**src/rtl/ysyx_23060286_ctrl_fsm_if.sv**
```systemverilog
// Handshake and datapath-control bundle between the multicycle sequencer and
// the IFU/LSU memory ports plus register-file / PC / immediate-generator datapath.
interface ysyx_23060286_ctrl_fsm_if;
  logic        ifu_arvalid;
  logic        ifu_rvalid;
  logic [31:0] ifu_rdata;
  logic        lsu_valid;
  logic        lsu_wen;
  logic        lsu_done;
  logic [31:0] ir;
  logic [2:0]  immtype;
  logic        rf_we;
  logic        pc_we;
  logic        halted;
  logic        illegal;
  logic [31:0] retired;

  // Sequencer side
  modport master (
    output ifu_arvalid,
    input  ifu_rvalid,
    input  ifu_rdata,
    output lsu_valid,
    output lsu_wen,
    input  lsu_done,
    output ir,
    output immtype,
    output rf_we,
    output pc_we,
    output halted,
    output illegal,
    output retired
  );

  // Memory / datapath side
  modport slave (
    input  ifu_arvalid,
    output ifu_rvalid,
    output ifu_rdata,
    input  lsu_valid,
    input  lsu_wen,
    output lsu_done,
    input  ir,
    input  immtype,
    input  rf_we,
    input  pc_we,
    input  halted,
    input  illegal,
    input  retired
  );
endinterface

```
**src/rtl/ysyx_23060286_ctrl_fsm.sv**
```systemverilog
// Multicycle control sequencer: fetch -> decode -> exec -> (mem) -> writeback,
// with an immediate-type decoder, sticky halt/illegal flags and a retire counter.
module ysyx_23060286_ctrl_fsm (
  input  logic                             clk,
  input  logic                             rst,
  ysyx_23060286_ctrl_fsm_if.master         bus
);

  typedef enum logic [2:0] {
    S_IDLE   = 3'd0,
    S_FETCH  = 3'd1,
    S_DECODE = 3'd2,
    S_EXEC   = 3'd3,
    S_MEM    = 3'd4,
    S_WB     = 3'd5,
    S_HALT   = 3'd6
  } state_e;

  localparam logic [6:0] OP_LUI    = 7'b0110111;
  localparam logic [6:0] OP_AUIPC  = 7'b0010111;
  localparam logic [6:0] OP_JAL    = 7'b1101111;
  localparam logic [6:0] OP_JALR   = 7'b1100111;
  localparam logic [6:0] OP_LOAD   = 7'b0000011;
  localparam logic [6:0] OP_IMM    = 7'b0010011;
  localparam logic [6:0] OP_SYSTEM = 7'b1110011;
  localparam logic [6:0] OP_BRANCH = 7'b1100011;
  localparam logic [6:0] OP_STORE  = 7'b0100011;
  localparam logic [6:0] OP_OP     = 7'b0110011;

  localparam logic [2:0] IMM_NONE = 3'b000;
  localparam logic [2:0] IMM_U    = 3'b001;
  localparam logic [2:0] IMM_J    = 3'b010;
  localparam logic [2:0] IMM_B    = 3'b011;
  localparam logic [2:0] IMM_I    = 3'b100;
  localparam logic [2:0] IMM_S    = 3'b101;

  localparam logic [31:0] INST_EBREAK = 32'h0010_0073;

  state_e      state_q, state_d;
  logic [31:0] ir_q, ir_d;
  logic [2:0]  immtype_q, immtype_d;
  logic [31:0] retired_q, retired_d;
  logic        halted_q, halted_d;
  logic        illegal_q, illegal_d;
  // Instruction class captured in DECODE so later states need not re-decode
  logic        is_mem_q, is_mem_d;
  logic        is_store_q, is_store_d;
  logic        rf_wr_q, rf_wr_d;
  logic        ifu_arvalid_q, ifu_arvalid_d;
  logic        lsu_valid_q, lsu_valid_d;
  logic        lsu_wen_q, lsu_wen_d;
  logic        rf_we_q, rf_we_d;
  logic        pc_we_q, pc_we_d;

  logic [2:0]  dec_imm;
  logic        dec_legal;
  logic        dec_mem;
  logic        dec_store;
  logic        dec_rf;

  always_comb begin
    dec_imm   = IMM_NONE;
    dec_legal = 1'b1;
    dec_mem   = 1'b0;
    dec_store = 1'b0;
    dec_rf    = 1'b1;
    unique case (ir_q[6:0])
      OP_LUI, OP_AUIPC: dec_imm = IMM_U;
      OP_JAL:           dec_imm = IMM_J;
      OP_JALR, OP_IMM:  dec_imm = IMM_I;
      OP_LOAD: begin
        dec_imm = IMM_I;
        dec_mem = 1'b1;
      end
      OP_SYSTEM: begin
        dec_imm = IMM_I;
        dec_rf  = 1'b0;
      end
      OP_BRANCH: begin
        dec_imm = IMM_B;
        dec_rf  = 1'b0;
      end
      OP_STORE: begin
        dec_imm   = IMM_S;
        dec_mem   = 1'b1;
        dec_store = 1'b1;
        dec_rf    = 1'b0;
      end
      OP_OP:   dec_imm = IMM_NONE;
      default: dec_legal = 1'b0;
    endcase
  end

  always_comb begin
    state_d    = state_q;
    ir_d       = ir_q;
    immtype_d  = immtype_q;
    retired_d  = retired_q;
    halted_d   = halted_q;
    illegal_d  = illegal_q;
    is_mem_d   = is_mem_q;
    is_store_d = is_store_q;
    rf_wr_d    = rf_wr_q;

    case (state_q)
      S_IDLE: state_d = S_FETCH;
      S_FETCH: begin
        if (bus.ifu_rvalid) begin
          ir_d    = bus.ifu_rdata;
          state_d = S_DECODE;
        end
      end
      S_DECODE: begin
        immtype_d  = dec_imm;
        is_mem_d   = dec_mem;
        is_store_d = dec_store;
        rf_wr_d    = dec_rf;
        if (!dec_legal) begin
          illegal_d = 1'b1;
          halted_d  = 1'b1;
          state_d   = S_HALT;
        end else if (ir_q == INST_EBREAK) begin
          halted_d = 1'b1;
          state_d  = S_HALT;
        end else begin
          state_d = S_EXEC;
        end
      end
      S_EXEC: state_d = is_mem_q ? S_MEM : S_WB;
      S_MEM: begin
        if (bus.lsu_done) begin
          state_d = S_WB;
        end
      end
      S_WB: begin
        retired_d = retired_q + 32'd1;
        state_d   = S_FETCH;
      end
      S_HALT:  state_d = S_HALT;
      default: state_d = S_IDLE;
    endcase

    // Moore outputs are computed from the next state so the flops hold
    // exactly the decode of the registered state, with no output glitches.
    ifu_arvalid_d = (state_d == S_FETCH);
    lsu_valid_d   = (state_d == S_MEM);
    lsu_wen_d     = (state_d == S_MEM) && is_store_d;
    rf_we_d       = (state_d == S_WB) && rf_wr_d;
    pc_we_d       = (state_d == S_WB);
  end

  always_ff @(posedge clk or posedge rst) begin
    if (rst) begin
      state_q       <= S_IDLE;
      ir_q          <= 32'd0;
      immtype_q     <= IMM_NONE;
      retired_q     <= 32'd0;
      halted_q      <= 1'b0;
      illegal_q     <= 1'b0;
      is_mem_q      <= 1'b0;
      is_store_q    <= 1'b0;
      rf_wr_q       <= 1'b0;
      ifu_arvalid_q <= 1'b0;
      lsu_valid_q   <= 1'b0;
      lsu_wen_q     <= 1'b0;
      rf_we_q       <= 1'b0;
      pc_we_q       <= 1'b0;
    end else begin
      state_q       <= state_d;
      ir_q          <= ir_d;
      immtype_q     <= immtype_d;
      retired_q     <= retired_d;
      halted_q      <= halted_d;
      illegal_q     <= illegal_d;
      is_mem_q      <= is_mem_d;
      is_store_q    <= is_store_d;
      rf_wr_q       <= rf_wr_d;
      ifu_arvalid_q <= ifu_arvalid_d;
      lsu_valid_q   <= lsu_valid_d;
      lsu_wen_q     <= lsu_wen_d;
      rf_we_q       <= rf_we_d;
      pc_we_q       <= pc_we_d;
    end
  end

  assign bus.ifu_arvalid = ifu_arvalid_q;
  assign bus.lsu_valid   = lsu_valid_q;
  assign bus.lsu_wen     = lsu_wen_q;
  assign bus.ir          = ir_q;
  assign bus.immtype     = immtype_q;
  assign bus.rf_we       = rf_we_q;
  assign bus.pc_we       = pc_we_q;
  assign bus.halted      = halted_q;
  assign bus.illegal     = illegal_q;
  assign bus.retired     = retired_q;

endmodule

```
**src/flat_wrapper.sv**
```systemverilog
// flat-port wrapper written by rule: the top's interface ports become plain ports
module ysyx_23060286_ctrl_fsm_flat 
  (clk, rst, bus_ifu_arvalid, bus_ifu_rvalid, bus_ifu_rdata, bus_lsu_valid, bus_lsu_wen, bus_lsu_done, bus_ir, bus_immtype, bus_rf_we, bus_pc_we, bus_halted, bus_illegal, bus_retired);
  ysyx_23060286_ctrl_fsm_if bus_i ();
  input  logic clk;
  input  logic rst;
  output wire logic [$bits(bus_i.ifu_arvalid)-1:0] bus_ifu_arvalid;
  input wire logic [$bits(bus_i.ifu_rvalid)-1:0] bus_ifu_rvalid;
  input wire logic [$bits(bus_i.ifu_rdata)-1:0] bus_ifu_rdata;
  output wire logic [$bits(bus_i.lsu_valid)-1:0] bus_lsu_valid;
  output wire logic [$bits(bus_i.lsu_wen)-1:0] bus_lsu_wen;
  input wire logic [$bits(bus_i.lsu_done)-1:0] bus_lsu_done;
  output wire logic [$bits(bus_i.ir)-1:0] bus_ir;
  output wire logic [$bits(bus_i.immtype)-1:0] bus_immtype;
  output wire logic [$bits(bus_i.rf_we)-1:0] bus_rf_we;
  output wire logic [$bits(bus_i.pc_we)-1:0] bus_pc_we;
  output wire logic [$bits(bus_i.halted)-1:0] bus_halted;
  output wire logic [$bits(bus_i.illegal)-1:0] bus_illegal;
  output wire logic [$bits(bus_i.retired)-1:0] bus_retired;
  assign bus_ifu_arvalid = bus_i.ifu_arvalid;
  assign bus_i.ifu_rvalid = bus_ifu_rvalid;
  assign bus_i.ifu_rdata = bus_ifu_rdata;
  assign bus_lsu_valid = bus_i.lsu_valid;
  assign bus_lsu_wen = bus_i.lsu_wen;
  assign bus_i.lsu_done = bus_lsu_done;
  assign bus_ir = bus_i.ir;
  assign bus_immtype = bus_i.immtype;
  assign bus_rf_we = bus_i.rf_we;
  assign bus_pc_we = bus_i.pc_we;
  assign bus_halted = bus_i.halted;
  assign bus_illegal = bus_i.illegal;
  assign bus_retired = bus_i.retired;
  ysyx_23060286_ctrl_fsm u_core (.clk(clk), .rst(rst), .bus(bus_i));
endmodule
```
**config.mk**
```make
export PLATFORM = sky130hd
export DESIGN_NAME = ysyx_23060286_ctrl_fsm_flat
export DESIGN_NICKNAME = d
export VERILOG_FILES = /design/src/rtl/ysyx_23060286_ctrl_fsm_if.sv /design/src/rtl/ysyx_23060286_ctrl_fsm.sv /design/src/flat_wrapper.sv
export SDC_FILE = /design/constraint.sdc
export NUM_CORES = 1
export LEC_CHECK = 0
export ABC_AREA = 0
export BUFFER_PORTS_ARGS = -buffer_cell sky130_fd_sc_hd__clkbuf_2
export CAP_MARGIN = 20
export CELL_PAD_IN_SITES_DETAIL_PLACEMENT = 0
export CELL_PAD_IN_SITES_GLOBAL_PLACEMENT = 2
export CORE_AREA = 2 2 103 105
export CTS_BUF_LIST = sky130_fd_sc_hd__clkbuf_4 sky130_fd_sc_hd__clkbuf_8 sky130_fd_sc_hd__clkbuf_16
export CTS_CLUSTER_DIAMETER = 200
export DETAILED_ROUTE_END_ITERATION = 12
export DIE_AREA = 0 0 105 107
export PLACE_DENSITY_LB_ADDON = 0.1
export SYNTH_ARGS = -nofsm -noshare
export SYNTH_HDL_FRONTEND = slang
export SYNTH_SLANG_ARGS = --single-unit
```
**constraint.sdc**
```tcl
create_clock -name clk -period 4.51 [get_ports clk]
set_clock_uncertainty 0.1 [all_clocks]
set_input_delay 0 -clock clk [delete_from_list [all_inputs] [get_ports clk]]
set_output_delay 0 -clock clk [all_outputs]
set_load 0.005 [all_outputs]
```
==> run summary <==
The type of origin of the critical path is a flip-flop. At the worst endpoint, the arrival time is 2120 ps. For this design the static power due to leakage is 2.24 nW. The count of buffer and inverter cells on the critical path is 0, and the number of sinks driven by the clock tree is 80. The count of nets left with antenna violations once routing finished came out at 0.

The signal on the critical path passes through and3b_1 -> nand3_2 -> nor3_2 -> nand3_1 -> xnor2_1. After synthesis, flip-flops and latches occupy 58.1% of the total area. Among all stages on the critical path, the largest delay is contributed by sky130_fd_sc_hd__dfrtp_1. Setup repair after global routing left no endpoint under its margin. The pre-antenna-repair detailed-routing pass consisted of 4 iterations. In this run the standard cell core region covers 0.0101 mm2. Cells with a size suffix above 1 make up 34.4% of the layout. The die is 105 um wide. The number of max-slew violations in the final report came out at 0. The headroom to the max-slew limit was 57.0%. For this block, wires on met1 add up to 3530 um.

The maximum number of pins on one net before global-route repair is 44, and the number of clock buffers inserted by TritonCTS is 9. The count of buffers added on input and output ports is 109. After synthesis, the share of flip-flops with an asynchronous set or reset is 100%. Along the worst path, the maximum fanout reaches 9.

Across the whole layout, storage elements account for 0.00200 mm2. For the final global-route overflow total, the log shows 0. Dividing the detail-routed wire length by the instance count gives 14.0 um.

Largest stage delay on the critical path: 480 ps. The die covers 0.0112 mm2. The run gives 0 as the initial antenna violation count.

The number of placed instances, taps included, is 508. Counting flops with a built-in enable in the synthesized netlist gives 0. When the netlist entered floorplanning its net count stood at 307. The met3 wire length came out at 532 um. The logs give 2564 for the via count of the first global-routing pass and 0 for the number of warning messages in the yosys log. The detailed-route DRC error count was 0. In this run the deepest clock path goes through 2 buffers. The final worst hold slack is 153 ps. Summed over all nets, wire length on met2 after detailed routing comes to 3710 um. Setup violations remaining at the end of the flow were counted as 0.

STA puts the critical path data required time at 4640 ps. After synthesis the netlist holds a flip-flop and latch count of 80. The number of standard-cell rows in the floorplan came out at 37. The filler cells instantiated in the layout total 1007. After layout, the worst path uses 44.1% of the clock period. From synthesis to final layout, the design area changed by 37.0%. From bottom edge to top edge, the die measures 107 um. The clock transition time at the flip-flop clock pins of the worst setup and hold paths was 80 ps; the number of antenna cells inserted was 0. After layout, the minimum clock period comes to 1990 ps. VDD sags by at most 0.000243 V.

Buffers inserted to repair hold after CTS numbered 35. Power comes to 2.58 mW. Ranked by instance count, the synthesized netlist is headed by 80 x sky130_fd_sc_hd__dfrtp_1, 26 x sky130_fd_sc_hd__xnor2_1, 24 x sky130_fd_sc_hd__mux2_1.

The fraction of the core area covered by cells at the end of the flow came out at 46.8%. The area of the mapped netlist is 0.00344 mm2. The max capacitance violation total was 0; the final number of hold-violating endpoints was 0. The top cell type by area accounts for 58.1% of the synthesized area. TritonCTS built the clock tree.

The count of cells in the finished layout, fillers not included, comes to 558. The global-route wire length before repair is 13000 um. Initial core utilization: 34.1%. The type of the most critical hold path was in2async.

The aggregate routed wire length is 7830 um, and the number of cells produced by synthesis is 270. By startpoint and endpoint, the worst setup path is classified as reg2reg. For this block, the initial DRC count from the detailed router was 51. The cell type with the largest total area after synthesis was sky130_fd_sc_hd__dfrtp_1.

After legalization and detailed placement, the total HPWL measured 5460 um. The total negative setup slack was 0 ps. Dividing the detail-routed via count by the number of cells gives 4.64. The flow ran to the end, and the final reports show no timing, DRC or antenna violations.

Global routing used 14.7% of the available tracks. On the critical path the largest part of the delay comes from simple AND/OR/NAND/NOR gates. CTS placed an instance of sky130_fd_sc_hd__clkbuf_8 at the clock tree root. The tools report the total I/O pin count as 110. STA classifies the critical path endpoint as a flip-flop. For the pin with the worst max-slew slack, the measured transition is 644 ps. Cell with the most instances after synthesis: sky130_fd_sc_hd__dfrtp_1. Dividing the synthesized area by the synthesized cell count gives 12.8 um2.

The final net count was 455; the power density over cell area was 547 mW/mm2. In this run the number of H-tree levels came out at 3. Number of library cell types mapped by synthesis: 46.

The run gives 2588 as the total via count in the routed design. Prevailing post-synth register cell: sky130_fd_sc_hd__dfrtp_1. Sorting the synthesized cells by area gives the leading types as sky130_fd_sc_hd__dfrtp_1 58%, sky130_fd_sc_hd__mux2_1 7.8%, sky130_fd_sc_hd__xnor2_1 6.6%. Routed signal wires occupy layers up through met4. The logs give 0.00139 mm2 for the multi-input combinational cell area and 0 for the post-cts resize count. The tools report the final weighted congestion in routability-driven placement as 0.717. For this run, the top clock speed supported by timing is 503 MHz.

Clock latency on the worst-skew pair, taken at its later pin, is 340 ps. The tools report the number of buffers inserted to repair setup after CTS as 0.
==> logic make-up after synthesis <==
family	share of synthesized area, %
XOR/XNOR	8.14
AO/OA/AOI/OAI	4.69
flip-flops	58.1
AND/OR/NAND/NOR	15.6
multiplexers	11.4
adder cells (fa/ha/maj)	0.363
buffers and inverters	1.74
==> cell usage in the layout (no fill, tap or decap), drive strengths merged, types with 2 or more instances in the layout <==
| cell type | instances |
|---|---|
| nand2 | 20 |
| clkinv | 2 |
| o21a | 2 |
| xnor2 | 26 |
| xor2 | 6 |
| and2 | 5 |
| o21bai | 2 |
| dlygate4sd3 | 35 |
| bufinv | 3 |
| mux2i | 2 |
| and4 | 4 |
| mux2 | 33 |
| dfrtp | 80 |
| nor2 | 10 |
| clkbuf | 119 |
| buf | 2 |
| o41ai | 2 |
| nor3 | 8 |
| nor4 | 5 |
| nand4 | 8 |
| a22o | 2 |
| a21oi | 3 |
| o21ai | 3 |
| and3 | 4 |
| nand3 | 13 |
| nand2b | 7 |
==> sequential cells by signal, summed over array words and instances, names as in the netlist, 3 cells and up <==
signal              flops
u_core.bus.immtype      3
u_core.bus.ir          32
u_core.bus.retired     32
u_core.state_q          3
==> through the flow <==
step / instance area, um2 / worst slack, ps
after detailed placement: 4130 / 2510
final: 4720 / 2520
after global placement: 4130 / 2540
after floorplan: 3440 / 2360
after CTS: 4720 / 2500
after global routing: 4720 / 2360
==> path summary, 6_finish.rpt <==
path,to,startpoint,slack (ps),cells past startpoint
worst min-delay path,u_core.bus.retired[13],rst,150,3
worst max register to register,u_core.bus.retired[28],u_core.state_q[1],2520,5
worst min register to register,u_core.bus.retired[31],u_core.bus.retired[31],380,1
min in group clk,u_core.bus.ir[4],bus_ifu_rdata[4],300,3
worst max-delay path,u_core.bus.retired[28],u_core.state_q[1],2520,5
max in group asynchronous,u_core.bus.ir[22],rst,3170,4
==> power by group <==
group	switching, mW	internal [mW]	total, mW	leakage (nW)
Sequential	0.242	0.942	1.18	1.02
Clock	0.265	0.372	0.637	0.116
Combinational	0.337	0.424	0.761	1.11
==> worst min-delay path, delay by kind of cell <==
family / cells / cell delay [ps]
buffers and inverters: 3 / 1070
==> area by class of cell <==
| class | count | share of cell area (%) |
|---|---|---|
| well taps | 136 | 3.61 |
| inverters | 2 | 0.186 |
| multi-input cells | 179 | 29.4 |
| clock buffers | 10 | 2.78 |
| clock inverters | 5 | 2.25 |
| repair buffers | 146 | 19.3 |
| flip-flops and latches | 80 | 42.4 |
==> per-layer routing <==
metal,global-route usage (%),vias to the layer above
met2,23.2,79
met3,4.92,7
met4,4.57,0
li1,-,1259
met1,19.2,1243
met5,0,-
(Power assumes the default switching activity.)
